File: config.mk
export PLATFORM = sky130hd
export DESIGN_NAME = byte_joining_ctrl
export DESIGN_NICKNAME = d
export VERILOG_FILES = /design/src/rtl/byte_joining_ctrl_pkg.sv /design/src/rtl/byte_joining_ctrl_hold.sv /design/src/rtl/byte_joining_ctrl.sv
export SDC_FILE = /design/constraint.sdc
export NUM_CORES = 1
export LEC_CHECK = 0
export CAP_MARGIN = 15
export CORE_MARGIN = 3
export CORE_UTILIZATION = 41
export DETAILED_ROUTE_END_ITERATION = 16
export PLACE_DENSITY = 0.77
export SYNTH_ARGS = -nofsm -noshare
export SYNTH_HDL_FRONTEND = slang
export SYNTH_SLANG_ARGS = --single-unit
File: constraint.sdc
create_clock -name clk1Mhz -period 1.4 [get_ports clk1Mhz]
set_input_delay 0.28 -clock clk1Mhz [delete_from_list [all_inputs] [get_ports clk1Mhz]]
set_output_delay 0.28 -clock clk1Mhz [all_outputs]
set_load 0.005 [all_outputs]
File: src/rtl/byte_joining_ctrl_pkg.sv
// ----------------------------------------------------------------------------
// byte_joining_ctrl_pkg
//   Shared definitions for the byte-joining sequencer: lane_mode encodings,
//   FSM state codes and the helper that turns a lane_mode into a lane count.
// ----------------------------------------------------------------------------
package byte_joining_ctrl_pkg;

    localparam int NUM_LANES = 4;
    localparam int CTR_W     = 2;

    typedef enum logic [1:0] {
        LM_X1   = 2'b00,
        LM_X2   = 2'b01,
        LM_X4   = 2'b10,
        LM_RSVD = 2'b11
    } lane_mode_e;

    typedef enum logic {
        ST_IDLE = 1'b0,
        ST_SEND = 1'b1
    } state_e;

    // Number of active lanes for a lane_mode. The reserved code behaves as x4
    // so a misconfigured link still delivers every captured byte.
    function automatic logic [2:0] lanes_from_mode(input logic [1:0] mode);
        logic [2:0] lanes;
        case (lane_mode_e'(mode))
            LM_X1:   lanes = 3'd1;
            LM_X2:   lanes = 3'd2;
            default: lanes = 3'd4;
        endcase
        return lanes;
    endfunction

endpackage

File: src/rtl/byte_joining_ctrl_hold.sv
// ----------------------------------------------------------------------------
// byte_joining_hold
//   Holds one captured 4-lane word and presents the lane picked by i_sel.
//   Ports:
//     i_clk      clock, all registers on posedge
//     i_srst     synchronous active-high reset, clears the held word
//     i_capture  load i_lanes into the holding registers
//     i_lanes    four lane bytes, index 0 = Lane_0
//     i_sel      lane index to present on o_byte
//     o_byte     held lane[i_sel]
// ----------------------------------------------------------------------------
module byte_joining_hold
    import byte_joining_ctrl_pkg::*;
#(
    parameter int DATA_W = 8
) (
    input  logic                                i_clk,
    input  logic                                i_srst,
    input  logic                                i_capture,
    input  logic [NUM_LANES-1:0][DATA_W-1:0]    i_lanes,
    input  logic [CTR_W-1:0]                    i_sel,
    output logic [DATA_W-1:0]                   o_byte
);

    logic [DATA_W-1:0] w_lane [NUM_LANES];

    // All lanes are captured regardless of the active width; unused lanes are
    // simply never selected.
    for (genvar gi = 0; gi < NUM_LANES; gi++) begin : g_lane
        logic [DATA_W-1:0] r_lane;

        always_ff @(posedge i_clk) begin
            if (i_srst) begin
                r_lane <= '0;
            end else if (i_capture) begin
                r_lane <= i_lanes[gi];
            end
        end

        assign w_lane[gi] = r_lane;
    end

    assign o_byte = w_lane[i_sel];

endmodule

File: src/rtl/byte_joining_ctrl.sv
// ----------------------------------------------------------------------------
// byte_joining_ctrl
//   Flow-controlled sequencer that turns one 4-lane word per in_valid/in_ready
//   handshake into a byte stream (Lane_0 first) on out_valid/out_ready.
//   Supports x1/x2/x4 lane widths; the width is latched with each word.
//   Ports:
//     clk1Mhz     clock, all logic on posedge
//     reset       synchronous active-high reset, drops any word in flight
//     lane_mode   00=x1, 01=x2, 10=x4, 11=reserved (runs as x4, flags mode_err)
//     in_valid    Lane_0..Lane_3 hold a word
//     in_ready    a word is taken this cycle (combinational from out_ready)
//     Lane_0..3   lane bytes
//     out_ready   consumer takes out_byte this cycle
//     out_valid   out_byte is valid
//     out_byte    held lane[ctr_3]
//     ctr_3       index of the lane being output
//     word_first  out_byte is lane 0 of a word
//     word_last   out_byte is the last active lane of a word
//     mode_err    sticky: a word was taken with lane_mode=11
// ----------------------------------------------------------------------------
module byte_joining_ctrl
    import byte_joining_ctrl_pkg::*;
#(
    parameter int DATA_W = 8
) (
    input  logic                clk1Mhz,
    input  logic                reset,
    input  logic [1:0]          lane_mode,
    input  logic                in_valid,
    output logic                in_ready,
    input  logic [DATA_W-1:0]   Lane_0,
    input  logic [DATA_W-1:0]   Lane_1,
    input  logic [DATA_W-1:0]   Lane_2,
    input  logic [DATA_W-1:0]   Lane_3,
    input  logic                out_ready,
    output logic                out_valid,
    output logic [DATA_W-1:0]   out_byte,
    output logic [1:0]          ctr_3,
    output logic                word_first,
    output logic                word_last,
    output logic                mode_err
);

    state_e                             r_state;
    state_e                             w_state_next;
    logic [CTR_W-1:0]                   r_ctr;
    logic [CTR_W-1:0]                   w_ctr_next;
    logic [CTR_W-1:0]                   r_last_idx;
    logic [CTR_W-1:0]                   w_last_idx_next;
    logic                               r_mode_err;
    logic                               w_mode_err_next;
    logic                               w_capture;
    logic                               w_in_ready;
    logic                               w_is_last;
    logic [CTR_W-1:0]                   w_cap_last_idx;
    logic [NUM_LANES-1:0][DATA_W-1:0]   w_lanes;

    assign w_lanes        = {Lane_3, Lane_2, Lane_1, Lane_0};
    // Storing N-1 rather than N keeps the last-lane compare at counter width.
    assign w_cap_last_idx = CTR_W'(lanes_from_mode(lane_mode) - 3'd1);
    assign w_is_last      = (r_ctr == r_last_idx);

    always_ff @(posedge clk1Mhz) begin
        if (reset) begin
            r_state    <= ST_IDLE;
            r_ctr      <= '0;
            r_last_idx <= '0;
            r_mode_err <= 1'b0;
        end else begin
            r_state    <= w_state_next;
            r_ctr      <= w_ctr_next;
            r_last_idx <= w_last_idx_next;
            r_mode_err <= w_mode_err_next;
        end
    end

    always_comb begin
        w_state_next    = r_state;
        w_ctr_next      = r_ctr;
        w_last_idx_next = r_last_idx;
        w_mode_err_next = r_mode_err;
        w_in_ready      = 1'b0;
        w_capture       = 1'b0;

        case (r_state)
            ST_IDLE: begin
                w_in_ready = 1'b1;
            end
            ST_SEND: begin
                if (out_ready) begin
                    if (w_is_last) begin
                        // Last byte leaves now, so the holding registers are
                        // free this very cycle: accept the next word without
                        // a bubble, otherwise fall back to IDLE.
                        w_in_ready   = 1'b1;
                        w_state_next = ST_IDLE;
                    end else begin
                        w_ctr_next = r_ctr + 1'b1;
                    end
                end
            end
            default: begin
                w_state_next = ST_IDLE;
            end
        endcase

        if (w_in_ready && in_valid) begin
            w_capture       = 1'b1;
            w_state_next    = ST_SEND;
            w_ctr_next      = '0;
            w_last_idx_next = w_cap_last_idx;
            if (lane_mode == LM_RSVD) begin
                w_mode_err_next = 1'b1;
            end
        end
    end

    byte_joining_hold #(
        .DATA_W     (DATA_W)
    ) u_hold (
        .i_clk      (clk1Mhz),
        .i_srst     (reset),
        .i_capture  (w_capture),
        .i_lanes    (w_lanes),
        .i_sel      (r_ctr),
        .o_byte     (out_byte)
    );

    assign in_ready   = w_in_ready;
    assign out_valid  = (r_state == ST_SEND);
    assign word_first = (r_state == ST_SEND) && (r_ctr == '0);
    assign word_last  = (r_state == ST_SEND) && w_is_last;
    assign ctr_3      = r_ctr;
    assign mode_err   = r_mode_err;

endmodule
After elaboration in Yosys (flattened, before gate mapping). Index checks and enable logic that the tools add are counted.

Add/sub/neg operators: 2. Order comparisons: 1. Equality and inequality tests: 3. Multiplexer cells: 12. Bitwise operators: 3. Reductions and logical operators: 8.

Operator list (number): $bmux 8 s2 (1); $mux 8 (2); $mux 1 (7); $logic_not 2->1 (2); $pmux 2 s2 (1); $ge 3x3->1 const B (1); $logic_and 1x1->1 (3); $not 2->3 (1); $reduce_and 3->1 (1); $add 2x1->2 const B (1); $eq 2x1->1 const B (1); $eq 2x2->1 (1); $eq 2x2->1 const B (1); $not 1->1 (2); $pmux 1 s2 (1); $reduce_and 2->1 (1); $reduce_or 2->1 (1); $sub 2x1->2 const B (1).

Flip-flop bits (word level): 38. Input bits: 38.

Depth between registers and ports, before layout. Gate-level depths: netlist of the first run.

Word-level depth: 6. Depth in mapped cells: 6. Depth with buffers taken out: 4.

By module. A second synthesis of the first run with hierarchy kept.

Cells, all modules: 144. Area, all modules: 1651.6 um2.

By module, submodules not included: byte_joining_hold (instances 1, cells an instance 113, area each 1333.8 um2, seq. area each 640.6 um2); byte_joining_ctrl (instances 1, cells an instance 31, area each 317.8 um2, seq. area each 120.1 um2).

Least setup slack after synthesis of the first run. No wires, ideal clock.

Kind: register to output. Start: register r_ctr[1], in the netlist ctr_3[1]. End: output port out_byte[0]. Data arrival time: 1.195 ns. Path slack: -0.075 ns. Stages on the path, launching flop included: 3. Path buffers: 1. Cell sequence: dfxtp_1 buf_2 mux4_2.

Longest elaborated chain between the ends: 4.

RTL lines: start, declared (line byte_joining_ctrl.sv:46) `logic [CTR_W-1:0] r_ctr;`; start signal, assigned (line byte_joining_ctrl.sv:71) `r_ctr <= w_ctr_next;`; $not 2->3 (not written as such) (line byte_joining_ctrl_hold.sv:43) `assign o_byte = w_lane[i_sel];`; $bmux 8 s2 (line byte_joining_ctrl_hold.sv:43); $mux 8 (not written as such) (2 in series) (line byte_joining_ctrl_hold.sv:43); end, declared (line byte_joining_ctrl.sv:37) `output logic [DATA_W-1:0] out_byte,`.

Every way passes these cells. The select of a mux whose other input is x is not followed.

Worst setup path in the final report of the first run.
Start: register r_ctr[1], in the netlist ctr_3[1]. End: register u_hold.g_lane[3].r_lane[3].

Longest elaborated chain between the ends: 6.

RTL lines: $eq 2x2->1 (line byte_joining_ctrl.sv:61) `assign w_is_last = (r_ctr == r_last_idx);`; $mux 1 (line byte_joining_ctrl.sv:91) `if (w_is_last) begin`; $mux 1 (line byte_joining_ctrl.sv:90) `if (out_ready) begin`; $pmux 1 s2 (line byte_joining_ctrl.sv:85) `case (r_state)`; $logic_and 1x1->1 (line byte_joining_ctrl.sv:107) `if (w_in_ready && in_valid) begin`; $mux 1 (line byte_joining_ctrl.sv:107); end signal, assigned (line byte_joining_ctrl_hold.sv:36) `r_lane <= i_lanes[gi];`; end, declared (line byte_joining_ctrl_hold.sv:30) `logic [DATA_W-1:0] r_lane;`.

Every way passes these cells. A chain may end at the register's enable or synchronous reset.

==> results of run 1 <==
[layout make-up]
| type | count | area [um2] |
|---|---|---|
| fillers | 263 | 913 |
| well taps | 48 | 60.1 |
| multi-input cells | 130 | 982 |
| repair buffers | 94 | 973 |
| inverters | 4 | 17.5 |
| flip-flops and latches | 38 | 769 |
| clock buffers | 8 | 110 |
[cell families (layout without fill, tap and decap cells)]
kind of cell / Yosys count / in the layout / synth area share (%)
AO/OA/AOI/OAI: 39 / 39 / 16.4
XOR/XNOR: 5 / 5 / 2.58
adder cells (fa/ha/maj): 1 / 1 / 0.738
buffers and inverters: 17 / 106 / 6.79
flip-flops: 38 / 38 / 44.9
multiplexers: 9 / 9 / 11.2
AND/OR/NAND/NOR: 76 / 76 / 17.4
[through the flow]
stage	util (%)	TNS [ns]	instances	total power [uW]	worst slack (ns)
after floorplan	-	0	185	1500	0.00825
after CTS	67.9	-11.88	309	2640	-0.342
final	76.1	-14.88	322	2840	-0.389
after global routing	76.1	-17.95	322	2950	-0.456
after detailed placement	61.3	-15.69	289	1730	-0.558
after global placement	61.3	-15.36	289	1710	-0.559
[layer usage]
layer  share of wire (%)  routed length [um]  global-route usage, %
met5                   0                   0                      0
met2                  54                3100                   34.2
met4                 2.1                 119                   7.87
met3                 3.6                 207                   4.60
met1                  41                2350                   21.2
[power groups by stage]
stage          Clock, uW  Combinational [uW]  Sequential, uW
2_1_floorplan          0                 280            1220
3_3_place_gp           0                 495            1220
3_5_place_dp           0                 503            1220
4_1_cts              900                 542            1190
5_1_grt              953                 787            1210
6_report             900                 742            1200
[worst max-delay path: cells and delay by family (launching register included)]
family	cells	cell delay (ns)
buffers and inverters	4	0.63
flip-flops	1	0.37
AND/OR/NAND/NOR	1	0.07
AO/OA/AOI/OAI	2	0.45
XOR/XNOR	1	0.19
[worst paths after layout]
path | to | startpoint | depth (start not counted) | slack, ns
worst max-delay path | u_hold.g_lane[3].r_lane[3] | ctr_3[1] | 8 | -0.39
worst max register to register | u_hold.g_lane[3].r_lane[3] | ctr_3[1] | 8 | -0.39
worst min register to register | u_hold.g_lane[1].r_lane[3] | u_hold.g_lane[1].r_lane[3] | 2 | 0.45
worst min-delay path | mode_err | reset | 2 | 0.38
[state kept, by name (all words and copies together), names as in the netlist]
signal / count
u_hold.g_lane.r_lane: 32
ctr_3: 2
r_last_idx: 2
mode_err: 1
out_valid: 1
[what timing repair did]
action / in CTS / in global routing
setup buffers: 10 / 5
endpoints found under the setup margin: 51 / 51
gates resized for setup: 82 / 35
hold buffers: 0 / 0
pin swaps: 5 / 24
cloned: 3 / 8
[layout by cell type, fill, tap and decap left out, types with 3 or more instances in the layout]
cell type / netlist / layout
buf_4: 1 / 17
a21oi_2: 13 / 22
buf_2: 2 / 10
nand2_2: 0 / 14
a21oi_1: 22 / 13
clkbuf_16: 0 / 5
nand2_1: 68 / 54
buf_6: 6 / 18
dfxtp_1: 38 / 35
inv_1: 4 / 3
clkdlybuf4s50_1: 0 / 36
buf_8: 0 / 3
mux4_2: 8 / 8
nor3_1: 4 / 4
clkbuf_8: 0 / 8
==> flow_summary_export.csv, run 1 <==
group,metric,value,unit
synthesis,ys_ff_latch,38,
floorplan,initial_core_util,44.3,%
place,gp_congestion,0.723,
grt,grtUsageTotal,19.0,%
sta,timing.fmax,559,MHz
route,drc_errors,0,
clock_tree,cts_buffers,5,
sta,fin_crit_sh,128,%
route,drt-initial-drc-count,87,
power_and_ir_drop,leakage,0.00116,uW
grt,grt_pass1_vias,1539,
power_and_ir_drop,power_frac_seq,42.3,%
route,drt-total-wl,5780,um
power_and_ir_drop,p_clk_share,31.6,%
synthesis,synthMostInstantiatedCell,"nand2_1",
grt,grt_max_degree,37,
finish,area.growth.synth_to_final,71.8,%
clock_tree,cts_sinks,38,
critical_path,cpPeakStageDelay,0.37,ns
synthesis,synth_cell_types,22,
power_and_ir_drop,p_int,2070,uW
grt,grt-ovfl-total,0,
clock_tree,htreeDepth,2,
critical_path,cp.arrival,2.01,ns
synthesis,synth_nets,224,
synthesis,yosys_warnings,0,
finish,nets,312,
finish,final_cell_area,2910,um2
clock_tree,clk_latency,0.29,ns
critical_path,crit_chain,"buf_4, xor2_4, buf_6, o32ai_4, buf_6, clkbuf_16, nand2_1, a21oi_1",
sta,worst_pin_slew,0.404,ns
job,drv_cap,0,
sta,period_needed,1.79,ns
place,dp_hpwl,2770,um
finish,diodes,0,
critical_path,cp-end-kind,"flip-flop",
power_and_ir_drop,switching_share,27.2,%
critical_path,crit_path_frequent_cell,"buf_6",
route,vias,1669,
power_and_ir_drop,comb_power_share,26.1,%
grt,antenna_found_initial,0,
sta,finalClockSkew,0.00517,ns
hold_path,hp-class,"primary input to flip-flop",
sta,timing.final.max_slew_violations,0,
sta,finalHoldViolCount,0,
floorplan,io_pins,53,
critical_path,worstPathRequired,1.62,ns
synthesis,syn_area,1700,um2
sta,whs,0.382,ns
place,port-buffer-count,52,
synthesis,avgSynthCellArea,9.16,um2
synthesis,syn-instance-count,185,
clock_tree,ctsLongestPathBuffers,2,
synthesis,yosysTopAreaCell,"dfxtp_1",
synthesis,synthTopCellsByCount,"nand2_1 (68), dfxtp_1 (38), a21oi_1 (22), a21oi_2 (13), mux4_2 (8)",
status,status,"finished, violations left",
route,antenna_left,0,
synthesis,ys_async_sr_fraction,0,%
power_and_ir_drop,ir_worst_vdd,0.742,mV
floorplan,dieArea,4940,um2
critical_path,worstPathMaxFanout,5,
floorplan,coreArea,3830,um2
floorplan,die_w,70.3,um
synthesis,ys_top_cells_by_area,"dfxtp_1 (45%), nand2_1 (15%), mux4_2 (11%)",
synthesis,synthFlopType,"dfxtp_1",
clock_tree,root_buffer,"clkbuf_8",
power_and_ir_drop,p_per_area,977,nW/um2
critical_path,critPathLaunchType,"flip-flop",
sta,slew_headroom,73.1,%
clock_tree,cts_tree,"built",
sta,setup_ws,-0.389,ns
critical_path,slowest_stage,"dfxtp_4",
clock_tree,path_clk_slew,0.08,ns
sta,setup_viol_count_final,50,
critical_path,critPathKind,"flip-flop to flip-flop",
status,violations,"negative setup slack",
floorplan,placementRows,22,
synthesis,synth_top_area_share,44.9,%
synthesis,synth_edf_count,0,
finish,drive_above_1_share,44.2,%
route,drt_pass1_iterations,4,
synthesis,ys_seq_area_share,44.9,%
grt,grt_pass1_wl,7360,um
floorplan,die_y,70.3,um
place,dpl-instance-area,2340,um2
power_and_ir_drop,p_switching,773,uW
sta,rsz0062_at_grt,"true",
route,via_per_inst,5.18,
route,wire_per_inst,17.9,um
Note: power is estimated with default switching activity, not from simulation.
==> run 2, diff against run 1 <==
--- a/config.mk
+++ b/config.mk
@@ -9,7 +9,9 @@
 export CORE_MARGIN = 3
 export CORE_UTILIZATION = 41
 export DETAILED_ROUTE_END_ITERATION = 16
+export GPL_ROUTABILITY_DRIVEN = 0
 export PLACE_DENSITY = 0.77
+export REMOVE_ABC_BUFFERS = 1
 export SYNTH_ARGS = -nofsm -noshare
 export SYNTH_HDL_FRONTEND = slang
 export SYNTH_SLANG_ARGS = --single-unit
==> run 2 against run 1 <==
  * The flow still finishes with violations (negative setup slack)
  * Non-clock buffer count unchanged
  * Final area increased by 6.3%
  * First-iteration DRC count increased by 32%
  * Clock-buffer cell count decreased by 1
  * Critical endpoint is now out_byte[2]
  * Largest power group unchanged
  * Highest routed layer unchanged
==> flow_summary_export.csv, run 2 (same netlist as run 1, synthesis figures left out) <==
group,metric,value,unit
hold_path,hold_depth,3,
floorplan,die_y,70.3,um
place,dp_hpwl,2620,um
power_and_ir_drop,leakage,0.00127,uW
finish,top_register,"u_hold.g_lane.r_lane",
sta,finalClockSkew,0.00552,ns
sta,worst_pin_slew,0.259,ns
sta,slew_headroom,82.7,%
sta,rsz0062_at_grt,"true",
route,drc_errors,0,
finish,final_cell_mix,"clkdlybuf4s50_1 (35), dfxtp_1 (32), nand2_1 (27), nand2_2 (27), a21oi_2 (23)",
sta,timing.final.max_slew_violations,0,
clock_tree,root_buffer,"clkbuf_8",
critical_path,worstPathRequired,1.12,ns
critical_path,crit_chain,"buf_6, mux4_2, buf_2",
finish,utilization,80.9,%
place,port-buffer-count,52,
critical_path,cpPeakStageDelay,0.53,ns
route,via_per_inst,5.30,
floorplan,die_w,70.3,um
clock_tree,path_clk_slew,0.07,ns
critical_path,worstPathMaxFanout,5,
floorplan,placementRows,22,
clock_tree,cts_buffers,5,
finish,nets,312,
sta,whs,0.415,ns
finish,largest_register_ffs,32,
floorplan,initial_core_util,44.3,%
clock_tree,hold_buffers,0,
critical_path,critPathKind,"flip-flop to output pin",
finish,fin_cells,321,
power_and_ir_drop,p_per_area,900,nW/um2
critical_path,r2r_setup_slack,-0.33,ns
grt,grt-ovfl-total,0,
grt,grt_pass1_wl,8470,um
clock_tree,ctsLongestPathBuffers,2,
power_and_ir_drop,ir_worst_vdd,0.648,mV
hold_path,hp-class,"primary input to flip-flop",
finish,final_common_cell,"clkdlybuf4s50_1",
clock_tree,cts_tree,"built",
route,antenna_left,0,
critical_path,regToRegEndpoint,"u_hold.g_lane[3].r_lane[1]",
grt,antenna_found_initial,0,
clock_tree,htreeDepth,2,
sta,setup_tns,-13.46,ns
sta,setup_viol_count_final,48,
finish,drive_above_1_share,55.7,%
sta,setup_ws,-0.373,ns
clock_tree,clk_latency,0.28,ns
route,vias,1702,
grt,grt_max_degree,39,
sta,timing.fmax,564,MHz
critical_path,critPathLaunchType,"flip-flop",
route,drt-initial-drc-count,115,
route,drt_pass1_iterations,4,
hold_path,holdPathEnd,"u_hold.g_lane[3].r_lane[6]",
critical_path,cp.arrival,1.49,ns
sta,period_needed,1.77,ns
floorplan,coreArea,3830,um2
status,status,"finished, violations left",
critical_path,cp-end-kind,"output pin",
finish,diodes,0,
critical_path,r2r-start,"ctr_3[1]",
critical_path,rr_worst_depth,7,
critical_path,slowest_stage,"mux4_2",
hold_path,hold_path_startpoint,"reset",
floorplan,dieArea,4940,um2
job,drv_cap,0,
grt,grtUsageTotal,22.1,%
sta,fin_crit_sh,127,%
route,drt-total-wl,5760,um
grt,grt_pass1_vias,1710,
status,violations,"negative setup slack",
finish,area.growth.synth_to_final,82.7,%
floorplan,io_pins,53,
route,wire_per_inst,18.0,um
sta,finalHoldViolCount,0,
place,placed_cells,291,
clock_tree,cts_sinks,38,
place,pre_cts_ws,-0.592,ns
run 2: cell types whose count changed in the layout (fill, tap and decap cells not counted), moves of 3 or more:
cell       change
clkbuf_16      -4
nor3_1         -3
buf_12         +4
nand2_4       +14
clkbuf_8       -3
buf_6          -3
dfxtp_1        -3
nand2_2       +13
nand2_1       -27
buf_16         +4
run 2: per-stage QoR:
stage          total power [uW]  instance area [um2]
4_1_cts                    2690                 2940
6_report                   2790                 3100
3_3_place_gp               1710                 2340
3_5_place_dp               1720                 2340
5_1_grt                    2890                 3100
2_1_floorplan              1430                 1600
run 2: layout make-up:
type	count	area (um2)
multi-input combinational	130	1130
inverter	4	17.5
tap	48	60.1
clock buffer	7	76.3
sequential	38	776
fill	232	729
timing repair buffer	94	1030
run 2: how the worst max path moves through the flow:
stage	start	end	slack (ns)
2_1_floorplan	ctr_3[1]	r_last_idx[1]	-0.71
3_3_place_gp	out_ready	in_ready	-0.59
3_5_place_dp	out_ready	in_ready	-0.59
4_1_cts	ctr_3[1]	out_byte[2]	-0.32
5_1_grt	ctr_3[1]	out_byte[2]	-0.41
6_report	ctr_3[1]	out_byte[2]	-0.37
run 2: critical path, delay by kind of cell, from the launching register on:
family | cells | cell delay [ns]
flip-flops | 1 | 0.39
buffers and inverters | 2 | 0.29
multiplexers | 1 | 0.53
run 2: repair_timing:
item,in CTS,in global routing
pin swaps,40,5
resized for setup,136,39
cloned,9,1
buffers inserted,11,5
setup endpoints to repair,51,50
run 2: layer usage:
layer,vias up,global-route usage (%),routed length (um)
li1,797,-,-
met1,826,27.6,2360
met2,67,38.0,3020
met3,12,4.46,287
met4,0,6.60,100
met5,-,0,0
run 2: where the power goes:
group,internal [uW],switching (uW)
registers,1160,55.4
logic,489,382
clock network,343,360
